File: config.mk
export PLATFORM = sky130hd
export DESIGN_NAME = rggen_bus_arbiter
export DESIGN_NICKNAME = d
export VERILOG_FILES = /design/src/rtl/rggen_rtl_pkg.sv /design/src/rtl/rggen_round_robin_arbiter.sv /design/src/rtl/rggen_bus_arbiter.sv
export SDC_FILE = /design/constraint.sdc
export NUM_CORES = 1
export LEC_CHECK = 0
export CORE_AREA = 4 4 98 100
export CTS_BUF_LIST = sky130_fd_sc_hd__clkbuf_16
export CTS_CLUSTER_DIAMETER = 100
export DETAILED_ROUTE_END_ITERATION = 12
export DIE_AREA = 0 0 102 104
export PLACE_DENSITY_LB_ADDON = 0.2
export SLEW_MARGIN = 20
export SYNTH_ARGS = -nofsm -noshare
export SYNTH_HDL_FRONTEND = slang
export SYNTH_HIERARCHICAL = 1
export SYNTH_SLANG_ARGS = --single-unit
File: constraint.sdc
create_clock -name i_clk -period 2.1 [get_ports i_clk]
set_input_delay 0.21 -clock i_clk [delete_from_list [all_inputs] [get_ports i_clk]]
set_output_delay 0.21 -clock i_clk [all_outputs]
set_load 0.02 [all_outputs]
File: src/rtl/rggen_rtl_pkg.sv
// rtl/rggen_rtl_pkg.sv - shared rggen bus types and bus arbiter state encoding
package rggen_rtl_pkg;

    typedef enum logic [1:0] {
        RGGEN_OKAY         = 2'b00,
        RGGEN_EXOKAY       = 2'b01,
        RGGEN_SLAVE_ERROR  = 2'b10,
        RGGEN_DECODE_ERROR = 2'b11
    } rggen_status;

    typedef enum logic [1:0] {
        RGGEN_ARB_IDLE    = 2'b00,
        RGGEN_ARB_BUSY    = 2'b01,
        RGGEN_ARB_RESPOND = 2'b10
    } rggen_bus_arbiter_state;

    // Index width that stays legal for a single-entry vector.
    function automatic int rggen_index_width(int n);
        return (n > 1) ? $clog2(n) : 1;
    endfunction

endpackage

File: src/rtl/rggen_round_robin_arbiter.sv
// rtl/rggen_round_robin_arbiter.sv - combinational round-robin pick starting after the last grant
module rggen_round_robin_arbiter
    import rggen_rtl_pkg::*;
#(
    parameter int HOSTS       = 2,
    parameter int INDEX_WIDTH = rggen_index_width(HOSTS)
) (
    input  logic [HOSTS-1:0]       i_request,
    input  logic [INDEX_WIDTH-1:0] i_last,
    output logic [HOSTS-1:0]       o_grant,
    output logic [INDEX_WIDTH-1:0] o_index
);

    logic                   found;
    logic [INDEX_WIDTH-1:0] idx;

    // Scan last+1 .. last (mod HOSTS); the previous winner is checked last.
    always_comb begin
        o_grant = '0;
        o_index = '0;
        found   = 1'b0;
        idx     = '0;
        for (int i = 1; i <= HOSTS; i++) begin
            idx = INDEX_WIDTH'((int'(i_last) + i) % HOSTS);
            if (!found && i_request[idx]) begin
                found        = 1'b1;
                o_grant[idx] = 1'b1;
                o_index      = idx;
            end
        end
    end

endmodule

File: src/rtl/rggen_bus_arbiter.sv
// rtl/rggen_bus_arbiter.sv - round-robin sharing of one rggen register bus between several hosts
module rggen_bus_arbiter
    import rggen_rtl_pkg::*;
#(
    parameter int                   HOSTS         = 2,
    parameter int                   ADDRESS_WIDTH = 8,
    parameter int                   BUS_WIDTH     = 32,
    parameter int                   TIMEOUT       = 0,
    parameter rggen_status          ERROR_STATUS  = RGGEN_SLAVE_ERROR,
    parameter logic [BUS_WIDTH-1:0] ERROR_DATA    = '0
) (
    input  logic                             i_clk,
    input  logic                             i_rst,
    input  logic [HOSTS-1:0]                 i_host_valid,
    input  logic [HOSTS*ADDRESS_WIDTH-1:0]   i_host_address,
    input  logic [HOSTS-1:0]                 i_host_write,
    input  logic [HOSTS*BUS_WIDTH-1:0]       i_host_write_data,
    input  logic [HOSTS*BUS_WIDTH/8-1:0]     i_host_strobe,
    output logic [HOSTS-1:0]                 o_host_ready,
    output logic [1:0]                       o_host_status,
    output logic [BUS_WIDTH-1:0]             o_host_read_data,
    output logic                             o_bus_valid,
    output logic [ADDRESS_WIDTH-1:0]         o_bus_address,
    output logic                             o_bus_write,
    output logic [BUS_WIDTH-1:0]             o_bus_write_data,
    output logic [BUS_WIDTH/8-1:0]           o_bus_strobe,
    input  logic                             i_bus_ready,
    input  logic [1:0]                       i_bus_status,
    input  logic [BUS_WIDTH-1:0]             i_bus_read_data
);

    localparam int IW = rggen_index_width(HOSTS);
    localparam int SW = BUS_WIDTH / 8;

    rggen_bus_arbiter_state state_q, state_d;
    logic [IW-1:0]            last_q, last_d;
    logic [HOSTS-1:0]         grant_q, grant_d;
    logic                     bus_valid_q, bus_valid_d;
    logic [ADDRESS_WIDTH-1:0] bus_address_q, bus_address_d;
    logic                     bus_write_q, bus_write_d;
    logic [BUS_WIDTH-1:0]     bus_write_data_q, bus_write_data_d;
    logic [SW-1:0]            bus_strobe_q, bus_strobe_d;
    logic [HOSTS-1:0]         host_ready_q, host_ready_d;
    rggen_status              status_q, status_d;
    logic [BUS_WIDTH-1:0]     read_data_q, read_data_d;
    logic [HOSTS-1:0]         rr_grant;
    logic [IW-1:0]            rr_index;
    logic                     timeout_hit;

    rggen_round_robin_arbiter #(
        .HOSTS       (HOSTS),
        .INDEX_WIDTH (IW)
    ) u_rr (
        .i_request (i_host_valid),
        .i_last    (last_q),
        .o_grant   (rr_grant),
        .o_index   (rr_index)
    );

    always_comb begin
        state_d          = state_q;
        last_d           = last_q;
        grant_d          = grant_q;
        bus_valid_d      = bus_valid_q;
        bus_address_d    = bus_address_q;
        bus_write_d      = bus_write_q;
        bus_write_data_d = bus_write_data_q;
        bus_strobe_d     = bus_strobe_q;
        host_ready_d     = '0;
        status_d         = status_q;
        read_data_d      = read_data_q;
        case (state_q)
            RGGEN_ARB_IDLE: begin
                if (|i_host_valid) begin
                    last_d           = rr_index;
                    grant_d          = rr_grant;
                    bus_valid_d      = 1'b1;
                    bus_address_d    = i_host_address[rr_index*ADDRESS_WIDTH +: ADDRESS_WIDTH];
                    bus_write_d      = i_host_write[rr_index];
                    bus_write_data_d = i_host_write_data[rr_index*BUS_WIDTH +: BUS_WIDTH];
                    bus_strobe_d     = i_host_strobe[rr_index*SW +: SW];
                    state_d          = RGGEN_ARB_BUSY;
                end
            end
            RGGEN_ARB_BUSY: begin
                // A real ack beats a timeout landing in the same cycle.
                if (i_bus_ready) begin
                    status_d     = rggen_status'(i_bus_status);
                    read_data_d  = i_bus_read_data;
                    bus_valid_d  = 1'b0;
                    host_ready_d = grant_q;
                    state_d      = RGGEN_ARB_RESPOND;
                end else if (timeout_hit) begin
                    status_d     = ERROR_STATUS;
                    read_data_d  = ERROR_DATA;
                    bus_valid_d  = 1'b0;
                    host_ready_d = grant_q;
                    state_d      = RGGEN_ARB_RESPOND;
                end
            end
            RGGEN_ARB_RESPOND: begin
                state_d = RGGEN_ARB_IDLE;
            end
            default: begin
                state_d = RGGEN_ARB_IDLE;
            end
        endcase
    end

    always_ff @(posedge i_clk) begin
        if (i_rst) begin
            state_q          <= RGGEN_ARB_IDLE;
            last_q           <= IW'(HOSTS - 1);
            grant_q          <= '0;
            bus_valid_q      <= 1'b0;
            bus_address_q    <= '0;
            bus_write_q      <= 1'b0;
            bus_write_data_q <= '0;
            bus_strobe_q     <= '0;
            host_ready_q     <= '0;
            status_q         <= RGGEN_OKAY;
            read_data_q      <= '0;
        end else begin
            state_q          <= state_d;
            last_q           <= last_d;
            grant_q          <= grant_d;
            bus_valid_q      <= bus_valid_d;
            bus_address_q    <= bus_address_d;
            bus_write_q      <= bus_write_d;
            bus_write_data_q <= bus_write_data_d;
            bus_strobe_q     <= bus_strobe_d;
            host_ready_q     <= host_ready_d;
            status_q         <= status_d;
            read_data_q      <= read_data_d;
        end
    end

    if (TIMEOUT > 0) begin : g_timer
        localparam int TW = $clog2(TIMEOUT + 1);
        logic [TW-1:0] timer_q, timer_d;

        always_comb begin
            timer_d = '0;
            if ((state_q == RGGEN_ARB_BUSY) && (state_d == RGGEN_ARB_BUSY)) begin
                timer_d = timer_q + 1'b1;
            end
        end

        always_ff @(posedge i_clk) begin
            if (i_rst) begin
                timer_q <= '0;
            end else begin
                timer_q <= timer_d;
            end
        end

        assign timeout_hit = (state_q == RGGEN_ARB_BUSY) && (timer_q == TW'(TIMEOUT - 1));
    end else begin : g_no_timer
        assign timeout_hit = 1'b0;
    end

    assign o_host_ready     = host_ready_q;
    assign o_host_status    = status_q;
    assign o_host_read_data = read_data_q;
    assign o_bus_valid      = bus_valid_q;
    assign o_bus_address    = bus_address_q;
    assign o_bus_write      = bus_write_q;
    assign o_bus_write_data = bus_write_data_q;
    assign o_bus_strobe     = bus_strobe_q;

endmodule

==> out/metrics.cfg <==
[run_status]
status = finished, final reports clean

[grt]
use_met2_pct = 32.0
track_usage_pct = 18.5
grt_pass1_vias = 3193
grt_max_degree = 47
grt.met3_usage_pct = 6.77
antenna_found_initial = 0
busiest_layer = met2
use_met1_pct = 21.1
gr-total-overflow = 0
grt_pass1_wl_mm = 15.8

[floorplanning]
rows = 34
die_w_um = 102
die_area_sq_mm = 0.0106
ios = 211
start_util_pct = 39.1
die_h_um = 104
core_area_sq_mm = 0.00868

[synthesis]
syn_area_sq_mm = 0.00340
ys_seq_elements = 87
netlist_top_cells_area = dfxtp_1 (51%), mux2i_1 (13%), a211oi_1 (9.9%)
synthFlopType = dfxtp_1
yosys.area.top_type = dfxtp_1
async_flop_share_pct = 0
synth_top_area_share_pct = 51.3
synth-seq-area-share_pct = 51.3
syn_avg_cell_area_sq_um = 10.8
synth_cells = 315
synth_edf_count = 0
synth_cell_types = 27
syn-num-nets = 444
yosys_warnings = 6

[clock_network]
cts_buffer_depth = 2
clkTransAtPathRegs_ns = 0.06
hold_buffers = 0
cts_resized = 0
cts_max_level = 3
numCtsBuffers = 9
numClockSinks = 87
clkLatencyLatePin_ns = 0.32
root_buffer = clkbuf_16
cts_tree = yes
post_cts_buffers = 0

[layout]
fin_nets = 646
layout_commonest_cell = clkdlybuf4s50_1
finish.instance_area_sq_mm = 0.00599
mostFrequentLayoutCells = clkdlybuf4s50_1 (209), dfxtp_1 (87), a21oi_1 (48), mux2i_1 (45), a211oi_1 (45)
final_util_pct = 69.0
n_antenna_cell = 0
drive_gt1_share_pct = 7.09
syn_to_final_growth_pct = 76.3

[sta]
slew_headroom_pct = 30.2
hold_ws_ns = 0.318
post-route-min-period_ns = 1.92
finalClockSkew_ns = 0.00768
hold_violations = 0
fin_setup_tns_ns = 0
slew_violations = 0
max_freq_mhz = 521
finalSetupViolCount = 0
tightest_slew_ns = 1.05
post-route-period-util_pct = 91.5
postLayoutSetupSlackWorst_ns = 0.179
rsz0062_at_grt = false

[drt]
first_iter_violations = 74
ant_nets = 0
totalWireLength_mm = 10.5
wl_per_cell_um = 16.7
vias_per_cell = 5.18
drtPass1Iterations = 4
drc_errors = 0
vias = 3262

[setup_path]
r2r_cells = 3
critPathArrivalTime_ns = 2.07
reg2reg_from = state_q[0]$_SDFFE_PP0P_
crit_path_end_kind = flop
cp_max_fo = 46
startpoint_type = flop
worstReg2RegEnd = o_bus_write_data[1]$_SDFFE_PP0P_
r2r_setup_slack_ns = 0.18
crit_type = reg2reg
worstPathRequired_ns = 2.25

[placed_design]
dp_slack_ns = 0.0354
io_buffer_count = 210
hpwl_mm = 7.96
dpl_cell_area_sq_mm = 0.00562
gp_congestion = 0.751

[power]
peakVddDrop_v = 0.000523
p_leak_uw = 0.00227
power_per_cell_area_mw_per_mm2 = 828

[min_path]
worstHoldStart = i_rst
hp-class = in2reg
holdPathEnd = state_q[1]$_SDFFE_PP0P_
holdPathStages = 3

[run]
max-cap-violations = 0

-- state kept, by name, summed over array words and instances, names as in the netlist, 2 cells and up --
signal,flops
o_bus_write_data,32
o_host_read_data,32
o_bus_address,8
o_bus_strobe,4
grant_q,2
o_host_ready,2
o_host_status,2
state_q,2
-- worst max-delay path by stage --
stage                                              endpoint               startpoint  cells after the start  slack (ns)
after global placement        o_bus_address[0]$_SDFFE_PP0P_          i_host_valid[1]                      4        0.11
after floorplan               o_bus_address[0]$_SDFFE_PP0P_      last_q$_SDFFE_PP1P_                      5        0.74
final                      o_bus_write_data[1]$_SDFFE_PP0P_  state_q[0]$_SDFFE_PP0P_                      3        0.18
after global routing       o_bus_write_data[9]$_SDFFE_PP0P_  state_q[0]$_SDFFE_PP0P_                      3        0.04
after detailed placement  o_bus_write_data[25]$_SDFFE_PP0P_          i_host_valid[1]                      4        0.04
after CTS                 o_bus_write_data[10]$_SDFFE_PP0P_  state_q[0]$_SDFFE_PP0P_                      3        0.17
-- logic make-up after synthesis --
family / share of synthesized area, %
buffers and inverters: 5.12
and+or+nand+nor: 2.76
muxes: 13.3
AOI/OAI and AO/OA: 27.6
DFF: 51.3
-- cell type report --
cell class	instances	area, sq um
repair buffers	223	2230
well taps	108	135
inverters	3	11.3
fillers	685	2690
flip-flops and latches	87	1740
multi-input cells	193	1500
clock inverters	7	144
clock buffers	9	225
-- through the flow --
| stage | power (uW) | std cells |
|---|---|---|
| 2_1_floorplan | 2450 | 315 |
| 3_3_place_gp | 3050 | 614 |
| 3_5_place_dp | 3080 | 614 |
| 4_1_cts | 5020 | 630 |
| 5_1_grt | 5160 | 630 |
| 6_report | 4960 | 630 |
-- cells in the mapped netlist (2+ instances only) --
cell type and n:
inv_1 2, dfxtp_1 87, nand3_1 2, clkbuf_1 11, a22o_1 34, mux2i_1 45
a21boi_0 2, buf_1 2, buf_2 16, a211oi_1 45, nor2_1 2, a21oi_1 48
and2_1 2, o21ai_0 2, buf_6 3
-- report_power, final --
part | switching (uW) | internal (uW) | leakage [uW] | total [uW]
logic | 529 | 630 | 0.00138 | 1160
registers | 81.0 | 1800 | 0.000717 | 1880
clock network | 636 | 1290 | 0.000172 | 1920
total | 1250 | 3710 | 0.00227 | 4960
-- critical path, stage by stage, from the launching register on --
cell	delay [ns]
dfxtp_1	0.37
or2_2	0.36
nor2_4	0.81
a211oi_1	0.18
-- routing by layer --
layer	up-vias	share of wire (%)
li1	1606	-
met1	1510	39
met4	0	0.88
met2	139	49
met3	7	10
met5	-	0
No activity file was read; power rests on OpenSTA's default activity.
